File: config.mk
export PLATFORM = sky130hd
export DESIGN_NAME = alu_unit
export DESIGN_NICKNAME = d
export VERILOG_FILES = /design/src/rtl/alu_unit.sv
export SDC_FILE = /design/constraint.sdc
export NUM_CORES = 1
export LEC_CHECK = 0
export CORE_ASPECT_RATIO = 1.75
export CORE_UTILIZATION = 45
export DETAILED_ROUTE_END_ITERATION = 6
export PLACE_DENSITY = 0.65
export RECOVER_POWER = 25
export SYNTH_ARGS = -nofsm -noshare
export SYNTH_HDL_FRONTEND = slang
export SYNTH_SLANG_ARGS = --single-unit
File: constraint.sdc
create_clock -name clk -period 1.1 [get_ports clk]
set_input_delay 0.22 -clock clk [delete_from_list [all_inputs] [get_ports clk]]
set_output_delay 0.22 -clock clk [all_outputs]
set_load 0.02 [all_outputs]
File: src/rtl/alu_unit.sv
// alu_unit: 32-bit integer ALU with registered result and zero flag.
// One cycle of latency; asynchronous active-high reset.
module alu_unit #(
  parameter int WIDTH = 32
) (
  input  logic             clk,
  input  logic             rst,
  input  logic [WIDTH-1:0] in_1,
  input  logic [WIDTH-1:0] in_2,
  input  logic [3:0]       alu_ctrl,
  output logic [WIDTH-1:0] alu_out,
  output logic             zero
);

  localparam int SW = $clog2(WIDTH);

  localparam logic [3:0] OP_ADD  = 4'd0;
  localparam logic [3:0] OP_SUB  = 4'd1;
  localparam logic [3:0] OP_SLL  = 4'd2;
  localparam logic [3:0] OP_SRL  = 4'd3;
  localparam logic [3:0] OP_SRA  = 4'd4;
  localparam logic [3:0] OP_AND  = 4'd5;
  localparam logic [3:0] OP_OR   = 4'd6;
  localparam logic [3:0] OP_XOR  = 4'd7;
  localparam logic [3:0] OP_SLT  = 4'd8;
  localparam logic [3:0] OP_SLTU = 4'd9;
  localparam logic [3:0] OP_PASS = 4'd10;

  logic [SW-1:0]    shamt;
  logic [WIDTH-1:0] r;
  logic             lt_s;
  logic             lt_u;

  assign shamt = in_2[SW-1:0];
  assign lt_s  = $signed(in_1) < $signed(in_2);
  assign lt_u  = in_1 < in_2;

  // Select the next result; reserved codes give 0.
  always_comb begin
    r = '0;
    case (alu_ctrl)
      OP_ADD:  r = in_1 + in_2;
      OP_SUB:  r = in_1 - in_2;
      OP_SLL:  r = in_1 << shamt;
      OP_SRL:  r = in_1 >> shamt;
      OP_SRA:  r = $signed(in_1) >>> shamt;
      OP_AND:  r = in_1 & in_2;
      OP_OR:   r = in_1 | in_2;
      OP_XOR:  r = in_1 ^ in_2;
      OP_SLT:  r = {{(WIDTH-1){1'b0}}, lt_s};
      OP_SLTU: r = {{(WIDTH-1){1'b0}}, lt_u};
      OP_PASS: r = in_2;
      default: r = '0;
    endcase
  end

  // Register result and zero flag.
  always_ff @(posedge clk or posedge rst) begin
    if (rst) begin
      alu_out <= '0;
      zero    <= 1'b1;
    end else begin
      alu_out <= r;
      zero    <= (r == '0);
    end
  end

endmodule

==> results of run 1 <==
kinds of logic after synthesis:
| kind of cell | after synthesis | share of synthesized area |
|---|---|---|
| AOI/OAI and AO/OA | 482 | 0.312 |
| xor gates and xnor gates | 13 | 0.0108 |
| adders and majority gates | 103 | 0.123 |
| buffers and inverters | 206 | 0.0876 |
| DFF | 33 | 0.0782 |
| muxes | 124 | 0.173 |
| and+or+nand+nor | 486 | 0.216 |
repair_timing:
item | 4_1_cts
setup buffers | 88
gates cloned | 4
resized for setup | 835
setup endpoints to repair | 64
hold buffers | 0
pin swaps | 141
per-stage QoR:
stage	instances	cell area (um2)	hold WS, ns	TNS [ns]	utilization
after CTS	2419	19000	0.289	-44.35	0.829
after detailed placement	2329	16100	0.597	-78.15	0.703
after global placement	2329	16100	0.587	-76.70	0.703
after floorplan	1447	10800	0.348	-50.59	-
synthesized netlist by cell type, drive strengths merged (6+ instances only):
| master | instances |
|---|---|
| nand3 | 38 |
| buf | 46 |
| nor3 | 44 |
| clkbuf | 66 |
| o311ai | 11 |
| o22ai | 35 |
| a31oi | 13 |
| o211ai | 22 |
| and3 | 8 |
| a221o | 10 |
| inv | 93 |
| o221a | 7 |
| a2bb2oi | 6 |
| o31ai | 20 |
| a21o | 10 |
| o21a | 8 |
| xnor2 | 9 |
| nand2b | 14 |
| o21ai | 85 |
| dfrtp | 32 |
| a211oi | 20 |
| mux2i | 56 |
| nor4 | 18 |
| o21bai | 19 |
| nand4 | 14 |
| nor2 | 152 |
| a21oi | 106 |
| a32oi | 10 |
| ha | 101 |
| a22oi | 9 |
| o221ai | 9 |
| a221oi | 17 |
| or3 | 10 |
| o211a | 6 |
| mux4 | 43 |
| nand2 | 140 |
| mux2 | 25 |
| o2111ai | 11 |
| nor2b | 17 |
layer usage:
metal  track usage  overflow
met5        0.0354         0
met3         0.386         2
met1         0.662         0
met2         0.940        57
met4         0.798        58
==> reports/qor.log, run 1 <==
[run_status] status aborted with a tool error
[run_status] last stage reached global routing
[run_status] error message [ERROR GRT-0232] Routing congestion too high. Check the congestion heatmap in the GUI.
[place] detailed placer's ending HPWL 51.7 mm
[die] Die X-Extent 118 um
[grt] total global-route track usage 0.681
[clock_network] largest buffer count on any clock path 2
[synth] number of storage elements in the synthesis netlist 33
[clock_network] CTS buffer count 5
[synth] number of synthesized flops with an enable pin 0
[synth] Cell variety after synth 82
[synth] fraction of the yosys area taken by sequential cells 0.0782
[synth] synthesized net count 1620
[synth] Yosys top cell area share 0.119
[grt] gr ovfl total 117
[die] effective utilization at floorplan 0.461
[clock_network] clock tree root driver cell clkbuf_16
[clock_network] # clock sinks 33
[die] number of placement rows 73
[place] placer congestion estimate 1.13
[synth] Warnings, synthesis 0
[grt] largest net degree at the start of global routing 36
[synth] cells taking the most area after synthesis ha_1 12%, mux4_2 8.3%, dfrtp_1 7.6%, nor2_1 5.4%, mux2i_1 5.3%
[clock_network] total number of H-tree levels 2
[synth] syn avg cell area 7.31 um2
[die] die extent in y 205 um
[place] setup slack at placement -3.57 ns
[synth] proportion of synthesized flip-flops having asynchronous set or reset 1.00
[synth] post-synth top area cell ha_1
[die] Top Ports 103
[synth] post-synthesis instance total 1447
[place] total of buffers placed on input and output ports 102
[synth] post-synthesis cell area 10600 um2
[synth] ys flop type dfrtp_1
==> run 2: changes to the inputs <==
--- a/config.mk
+++ b/config.mk
@@ -5,10 +5,9 @@
 export SDC_FILE = /design/constraint.sdc
 export NUM_CORES = 1
 export LEC_CHECK = 0
-export CORE_ASPECT_RATIO = 1.75
-export CORE_UTILIZATION = 45
+export CORE_UTILIZATION = 30
 export DETAILED_ROUTE_END_ITERATION = 6
-export PLACE_DENSITY = 0.65
+export PLACE_DENSITY_LB_ADDON = 0.15
 export RECOVER_POWER = 25
 export SYNTH_ARGS = -nofsm -noshare
 export SYNTH_HDL_FRONTEND = slang
==> reports/qor.log, run 2 <==
[run_status] status finished, violations left
[run_status] failing checks negative setup slack
[synth] cells taking the most area after synthesis ha_1 12%, mux4_2 8.3%, dfrtp_1 7.6%, nor2_1 5.4%, mux2i_1 5.3%
[grt] number of global-route vias before repair 15.3k
[clock_network] CTS buffer count 5 [unchanged]
[finish] most common library cell in the layout ignoring fill and taps buf_4
[setup_path] most frequent cell on the critical path buf_4
[setup_path] CP max-delay cell mux4_2
[synth] post-synthesis cell area 10600 um2 [unchanged]
[synth] post-synth top area cell ha_1
[synth] Cell variety after synth 82 [unchanged]
[finish] most frequent cells in the layout 648 x buf_4, 130 x nor2_1, 129 x nand2_1
[synth] Yosys top cell area share 0.119 [unchanged]
[finish] total non-filler cell area in the finished layout 20400 um2
[finish] flip-flop count of the largest register, all copies and words added 32
[sta] final critical delay including setup and external delays 3.40 ns
[clock_network] clock-pin slew on the worst setup and hold paths 0.06 ns
[power_and_ir_drop] Static Leakage 9.14 nW
[setup_path] kind of launch point of the worst setup path primary input
[power_and_ir_drop] power per unit of standard cell area 690 nW/um2
[sta] Worst slew margin 0.546
[synth] syn avg cell area 7.31 um2 [unchanged]
[synth] post-synthesis instance total 1447 [unchanged]
[sta] final cycle utilization of the critical path 3.09
[synth] dominant combinational cell family by area after synthesis compound AO/OA/AOI/OAI gates
[finish] Antenna diodes 0
[sta] maximum clock frequency 294 MHz
[setup_path] Arr. time, crit path 3.58 ns
[die] Die X-Extent 190 um [+61%]
[power_and_ir_drop] final total power 0.0141 W
[sta] setup repair after global routing missed its margin yes
[sta] Final Worst Setup Slack -2.30 ns
[power_and_ir_drop] worst voltage drop across the vdd grid 0.832 mV
[worst_hold_path] HP Class in2async
[synth] Warnings, synthesis 0 [unchanged]
[synth] synthesized net count 1620 [unchanged]
[die] Top Ports 103 [unchanged]
[finish] share of cells above drive strength 1 0.576
[place] count of placed standard cells including taps 2534 [+8.8%]
[synth] area share of fa/ha/maj cells after synthesis 0.123 [unchanged]
[sta] measured slew at the worst slew-check pin 0.670 ns
[finish] Top Registers alu_out x32, zero x1
[synth] number of synthesized flops with an enable pin 0 [unchanged]
[flow_run] max-capacitance violation count 0
[synth] proportion of synthesized flip-flops having asynchronous set or reset 1.00 [unchanged]
[synth] share of the synthesized area in compound gates (AO/OA/AOI/OAI) 0.312 [unchanged]
[synth] ys flop type dfrtp_1
[die] effective utilization at floorplan 0.305 [-0.156]
[clock_network] hold buffers post-CTS 0 [unchanged]
[clock_network] largest buffer count on any clock path 2 [unchanged]
[setup_path] worst setup path class in2reg
[die] CORE AREA 34600 um2
[synth] fraction of the yosys area taken by sequential cells 0.0782 [unchanged]
[routing] total routed wirelength 66.8 mm
[grt] number of antenna violations at the first check in global routing 0
[routing] remaining number of nets flagged by the antenna check after routing 0
[place] placer congestion estimate 1.01 [-10%]
[synth] most common cell in the netlist nor2_1
[synth] area share of and/or/nand/nor cells after synthesis 0.216 [unchanged]
[place] total of buffers placed on input and output ports 102 [unchanged]
[place] detailed placer's ending HPWL 53.1 mm [+2.7%]
[sta] Setup TNS -47.56 ns
[finish] area delta synth->final 93.0%
[routing] count of TritonRoute iterations in the first routing pass 7
[place] post-place instance area 16700 um2 [+3.6%]
[finish] top register by number of flip-flops alu_out
[clock_network] # clock sinks 33 [unchanged]
[finish] final cell utilization of the core 0.589
[grt] gr ovfl total 0
[setup_path] launching instance or port of the critical path in_2[0]
[routing] Via Count 15.7k
[finish] Cell Count, Final, Fillers Out 2666
[synth] commonest cells in the netlist 152 x nor2_1, 140 x nand2_1, 106 x a21oi_1, 101 x ha_1, 93 x inv_1
[setup_path] critical path, cell by cell buf_12, buf_12, mux4_2, mux4_2, nand2_2, o211ai_1, buf_4, buf_4, buf_4, buf_4, buf_4, buf_4, buf_4, buf_4, buf_4, buf_4, buf_4, buf_4, buf_4, a21o_1
[synth] post-synthesis xor/xnor area fraction 0.0108 [unchanged]
[setup_path] required time of the critical path 1.28 ns
[finish] fin nets 2383
[clock_network] CTS tree done
[die] overall die area 36000 um2
[routing] 1st-iter DRT viols 1533
[routing] # DRC 0
[sta] Pins Over Slew Limit 0
[clock_network] total number of H-tree levels 2 [unchanged]
[setup_path] Crit Path Max Fanout 22
[grt] first-pass GRT wire length 97.6 mm
[synth] number of storage elements in the synthesis netlist 33 [unchanged]
[synth] mux contribution to synthesized area 0.173 [unchanged]
[grt] largest net degree at the start of global routing 34
[clock_network] clock tree root driver cell clkbuf_16
[routing] post-DR wirelength/cell 25.1 um
[setup_path] crit end category flip-flop
[routing] Avg Vias per Cell 5.90
[die] die extent in y 190 um [-7.3%]
[sta] # setup viols final 34
[grt] total global-route track usage 0.362
[sta] number of hold-slack violations in the final timing report 0
[die] number of placement rows 68 [-6.8%]
[setup_path] Slowest Stage Delay on Critical Path 0.54 ns
[run 2: cell counts after synthesis]
No cell type changed its count.
[run 2: logic make-up after synthesis]
group	after synthesis
and+or+nand+nor	486
AOI/OAI and AO/OA	482
buffers and inverters	206
muxes	124
adders and majority gates	103
DFF	33
xor gates and xnor gates	13
[run 2: final timing paths]
path | endpoint | slack, ns | cells after the start
max in group asynchronous | zero | 0.25 | 3
worst max-delay path | alu_out[3] | -2.30 | 20
min in group clk | alu_out[5] | 0.62 | 5
worst min-delay path | alu_out[4] | 0.49 | 3
[run 2: cell type report]
| type | count | area (um2) |
|---|---|---|
| Sequential cell | 33 | 827 |
| Inverter | 94 | 425 |
| Multi-Input combinational cell | 1208 | 11300 |
| Tap cell | 455 | 569 |
| Clock buffer | 5 | 125 |
| Timing Repair Buffer | 868 | 7190 |
| Clock inverter | 3 | 17.5 |
| Fill cell | 3136 | 14200 |
[run 2: where the power goes]
group	total, W	internal (W)	switching [W]
Sequential	0.00143	0.00140	0.0000353
Clock	0.00139	0.000829	0.000560
Combinational	0.0113	0.00549	0.00578
[run 2: metal layers]
metal | share of wire | GRT usage | wire length (um) | up-vias
met5 | 0 | 0 | 0 | -
met4 | 0.039 | 0.111 | 2630 | 0
met3 | 0.075 | 0.0373 | 5040 | 176
met2 | 0.46 | 0.594 | 30500 | 801
met1 | 0.43 | 0.498 | 28700 | 7756
li1 | - | - | - | 7008
[run 2: what timing repair did]
| item | in CTS | in global routing |
|---|---|---|
| cloned | 2 | 0 |
| pin swaps | 132 | 96 |
| buffers inserted | 104 | 36 |
| endpoints found under the setup margin | 66 | 34 |
| resized for setup | 731 | 195 |
[run 2: critical path: cells and delay by family]
kind                   cells  cell delay, ns
and+or+nand+nor            1            0.12
AOI/OAI and AO/OA          2            0.30
muxes                      2            1.03
buffers and inverters     15            1.92
[run 2: stage by stage]
stage | hold WS, ns | setup WS [ns]
floorplan | 0.348 | -2.51
global placement | 0.587 | -3.22
detailed placement | 0.591 | -3.28
global route | 0.563 | -2.40
finish | 0.490 | -2.30
CTS | 0.271 | -2.25
(Power assumes the default switching activity.)
==> run 3: changes to the inputs <==
--- a/config.mk
+++ b/config.mk
@@ -5,7 +5,7 @@
 export SDC_FILE = /design/constraint.sdc
 export NUM_CORES = 1
 export LEC_CHECK = 0
-export CORE_UTILIZATION = 30
+export CORE_UTILIZATION = 35
 export DETAILED_ROUTE_END_ITERATION = 6
 export PLACE_DENSITY_LB_ADDON = 0.15
 export RECOVER_POWER = 25
==> reports/qor.log, run 3 (synthesized netlist as in run 2, its figures left out) <==
[run_status] status finished, violations left
[run_status] failing checks design-rule violations, negative setup slack
[sta] final critical delay including setup and external delays 3.46 ns [+0.0581 ns]
[setup_path] crit end category flip-flop
[die] CORE AREA 29700 um2 [-14%]
[die] number of placement rows 63 [-7.4%]
[clock_network] largest buffer count on any clock path 2 [unchanged]
[setup_path] Crit Path Max Fanout 10 [-55%]
[routing] detailed-routing wirelength on met1 27.7 mm [-3.3%]
[power_and_ir_drop] Static Leakage 9.08 nW [-0.59%]
[grt] number of global-route vias before repair 15.7k [+2.4%]
[routing] met3 routed WL 5.26 mm [+4.4%]
[sta] final cycle utilization of the critical path 3.14 [+0.0528]
[sta] Hold WS 0.502 ns [+0.0125 ns]
[power_and_ir_drop] power per unit of standard cell area 692 nW/um2 [+0.21%]
[sta] Final Worst Setup Slack -2.36 ns [-0.0581 ns]
[finish] most frequent cells in the layout 639 x buf_4, 129 x nand2_1, 128 x nor2_1
[sta] Pins Over Slew Limit 0 [unchanged]
[routing] remaining number of nets flagged by the antenna check after routing 0 [unchanged]
[finish] area delta synth->final 90.2%
[power_and_ir_drop] final total power 0.0139 W [-1.3%]
[sta] Worst slew margin 0.504 [-0.0417]
[finish] fin nets 2373 [-0.42%]
[sta] # setup viols final 34 [unchanged]
[setup_path] critical path, cell by cell buf_16, buf_4, buf_12, buf_12, buf_12, mux2_4, o22ai_1, o32ai_4, o21ai_1, buf_4, nand3_1, or4_4, nor4b_2, and4b_2, nand4b_1, nor4b_2
[setup_path] Slowest Stage Delay on Critical Path 0.54 ns [about the same]
[sta] maximum clock frequency 289 MHz [-1.7%]
[clock_network] clock-pin slew on the worst setup and hold paths 0.06 ns [about the same]
[grt] first-pass GRT wire length 98.5 mm [+0.94%]
[finish] share of cells above drive strength 1 0.562 [-0.0133]
[routing] total routed wirelength 67.6 mm [+1.1%]
[clock_network] CTS buffer count 5 [unchanged]
[setup_path] CP delay by family, top simple AND/OR/NAND/NOR gates
[setup_path] required time of the critical path 1.31 ns [+0.03 ns]
[routing] # DRC 7 [+7]
[die] effective utilization at floorplan 0.356 [+0.0505]
[clock_network] # clock sinks 33 [unchanged]
[grt] gr ovfl total 0 [unchanged]
[setup_path] kind of launch point of the worst setup path primary input
[die] die extent in y 176 um [-7.3%]
[clock_network] clock tree root driver cell clkbuf_16
[clock_network] CTS tree done
[sta] number of hold-slack violations in the final timing report 0 [unchanged]
[worst_hold_path] HP Class in2async
[setup_path] worst setup path class in2reg
[place] setup slack at placement -3.33 ns [-0.0508 ns]
[setup_path] worst path bufs/invs 6 [-9]
[routing] Met2 Routed Length 30.1 mm [-1.2%]
[routing] Via Count 16.1k [+2.1%]
[die] overall die area 30900 um2 [-14%]
[sta] Setup TNS -47.85 ns [-0.294 ns]
[flow_run] max-capacitance violation count 0 [unchanged]
[place] placer congestion estimate 1.03 [+1.7%]
[setup_path] Arr. time, crit path 3.67 ns [+0.09 ns]
[grt] largest net degree at the start of global routing 39 [+15%]
[die] Die X-Extent 176 um [-7.3%]
[routing] post-DR wirelength/cell 26.1 um [+4.0%]
[finish] flip-flop count of the largest register, all copies and words added 32 [unchanged]
[grt] total global-route track usage 0.428 [+0.0659]
[place] detailed placer's ending HPWL 52.5 mm [-1.2%]
[power_and_ir_drop] worst voltage drop across the vdd grid 0.573 mV [-31%]
[setup_path] CP max-delay cell or4_4
[die] Top Ports 103 [unchanged]
[place] total of buffers placed on input and output ports 102 [unchanged]
[routing] count of TritonRoute iterations in the first routing pass 7 [unchanged]
[routing] 1st-iter DRT viols 1996 [+30%]
[routing] Avg Vias per Cell 6.20 [+5.1%]
[routing] highest routed metal layer met4
[clock_network] hold buffers post-CTS 0 [unchanged]
[setup_path] most frequent cell on the critical path buf_12
[sta] measured slew at the worst slew-check pin 0.739 ns [+0.0688 ns]
[finish] Antenna diodes 0 [unchanged]
[sta] setup repair after global routing missed its margin yes
[finish] most common library cell in the layout ignoring fill and taps buf_4
[finish] top register by number of flip-flops alu_out
[finish] Top Registers alu_out x32, zero x1
[grt] number of antenna violations at the first check in global routing 0 [unchanged]
[clock_network] total number of H-tree levels 2 [unchanged]
[run 3: worst max path at each step]
stage	startpoint	to	slack [ns]	cells past startpoint
after floorplan	in_2[3]	zero	-2.51	19
after global placement	in_1[0]	zero	-3.29	17
after detailed placement	in_1[0]	zero	-3.33	17
after CTS	in_2[0]	zero	-2.30	15
after global routing	in_2[0]	zero	-2.43	15
final	in_2[0]	zero	-2.36	16
[run 3: routing by layer]
layer  vias up  GRT usage
met2       991      0.678
met5         -          0
li1       6978          -
met1      7852      0.557
met4         0      0.252
met3       256     0.0535
[run 3: repair_timing]
item | 4_1_cts | 5_1_grt
endpoints found under the setup margin | 66 | 34
setup buffers | 108 | 30
cloned | 4 | 0
hold endpoints to repair | 0 | 0
pin swaps | 142 | 75
resized for setup | 696 | 135
[run 3: layout make-up]
cell class                      instances  area [um2]
Multi-Input combinational cell       1208       11100
Fill cell                            2516        9600
Timing Repair Buffer                  858        7200
Sequential cell                        33         827
Tap cell                              390         488
Inverter                               94         387
Clock buffer                            5         125
Clock inverter                          3        17.5
[run 3: metrics by stage]
step | util | std cells | area [um2]
floorplan | - | 1447 | 10800
global placement | 0.560 | 2457 | 16600
detailed placement | 0.560 | 2457 | 16600
CTS | 0.654 | 2567 | 19400
global route | 0.677 | 2591 | 20100
finish | 0.677 | 2591 | 20100
[run 3: where the power goes]
| part | internal [W] | total [W] | switching, W |
|---|---|---|---|
| clock | 0.000830 | 0.00142 | 0.000595 |
| sequential | 0.00140 | 0.00144 | 0.0000427 |
| combinational | 0.00532 | 0.0111 | 0.00573 |
==> run 4: changes to the inputs <==
--- a/config.mk
+++ b/config.mk
@@ -5,7 +5,7 @@
 export SDC_FILE = /design/constraint.sdc
 export NUM_CORES = 1
 export LEC_CHECK = 0
-export CORE_UTILIZATION = 35
+export CORE_UTILIZATION = 30
 export DETAILED_ROUTE_END_ITERATION = 6
 export PLACE_DENSITY_LB_ADDON = 0.15
 export RECOVER_POWER = 25
==> results of run 4 <==
Same layout as run 2: the final DEF is identical, and so are final timing and power.
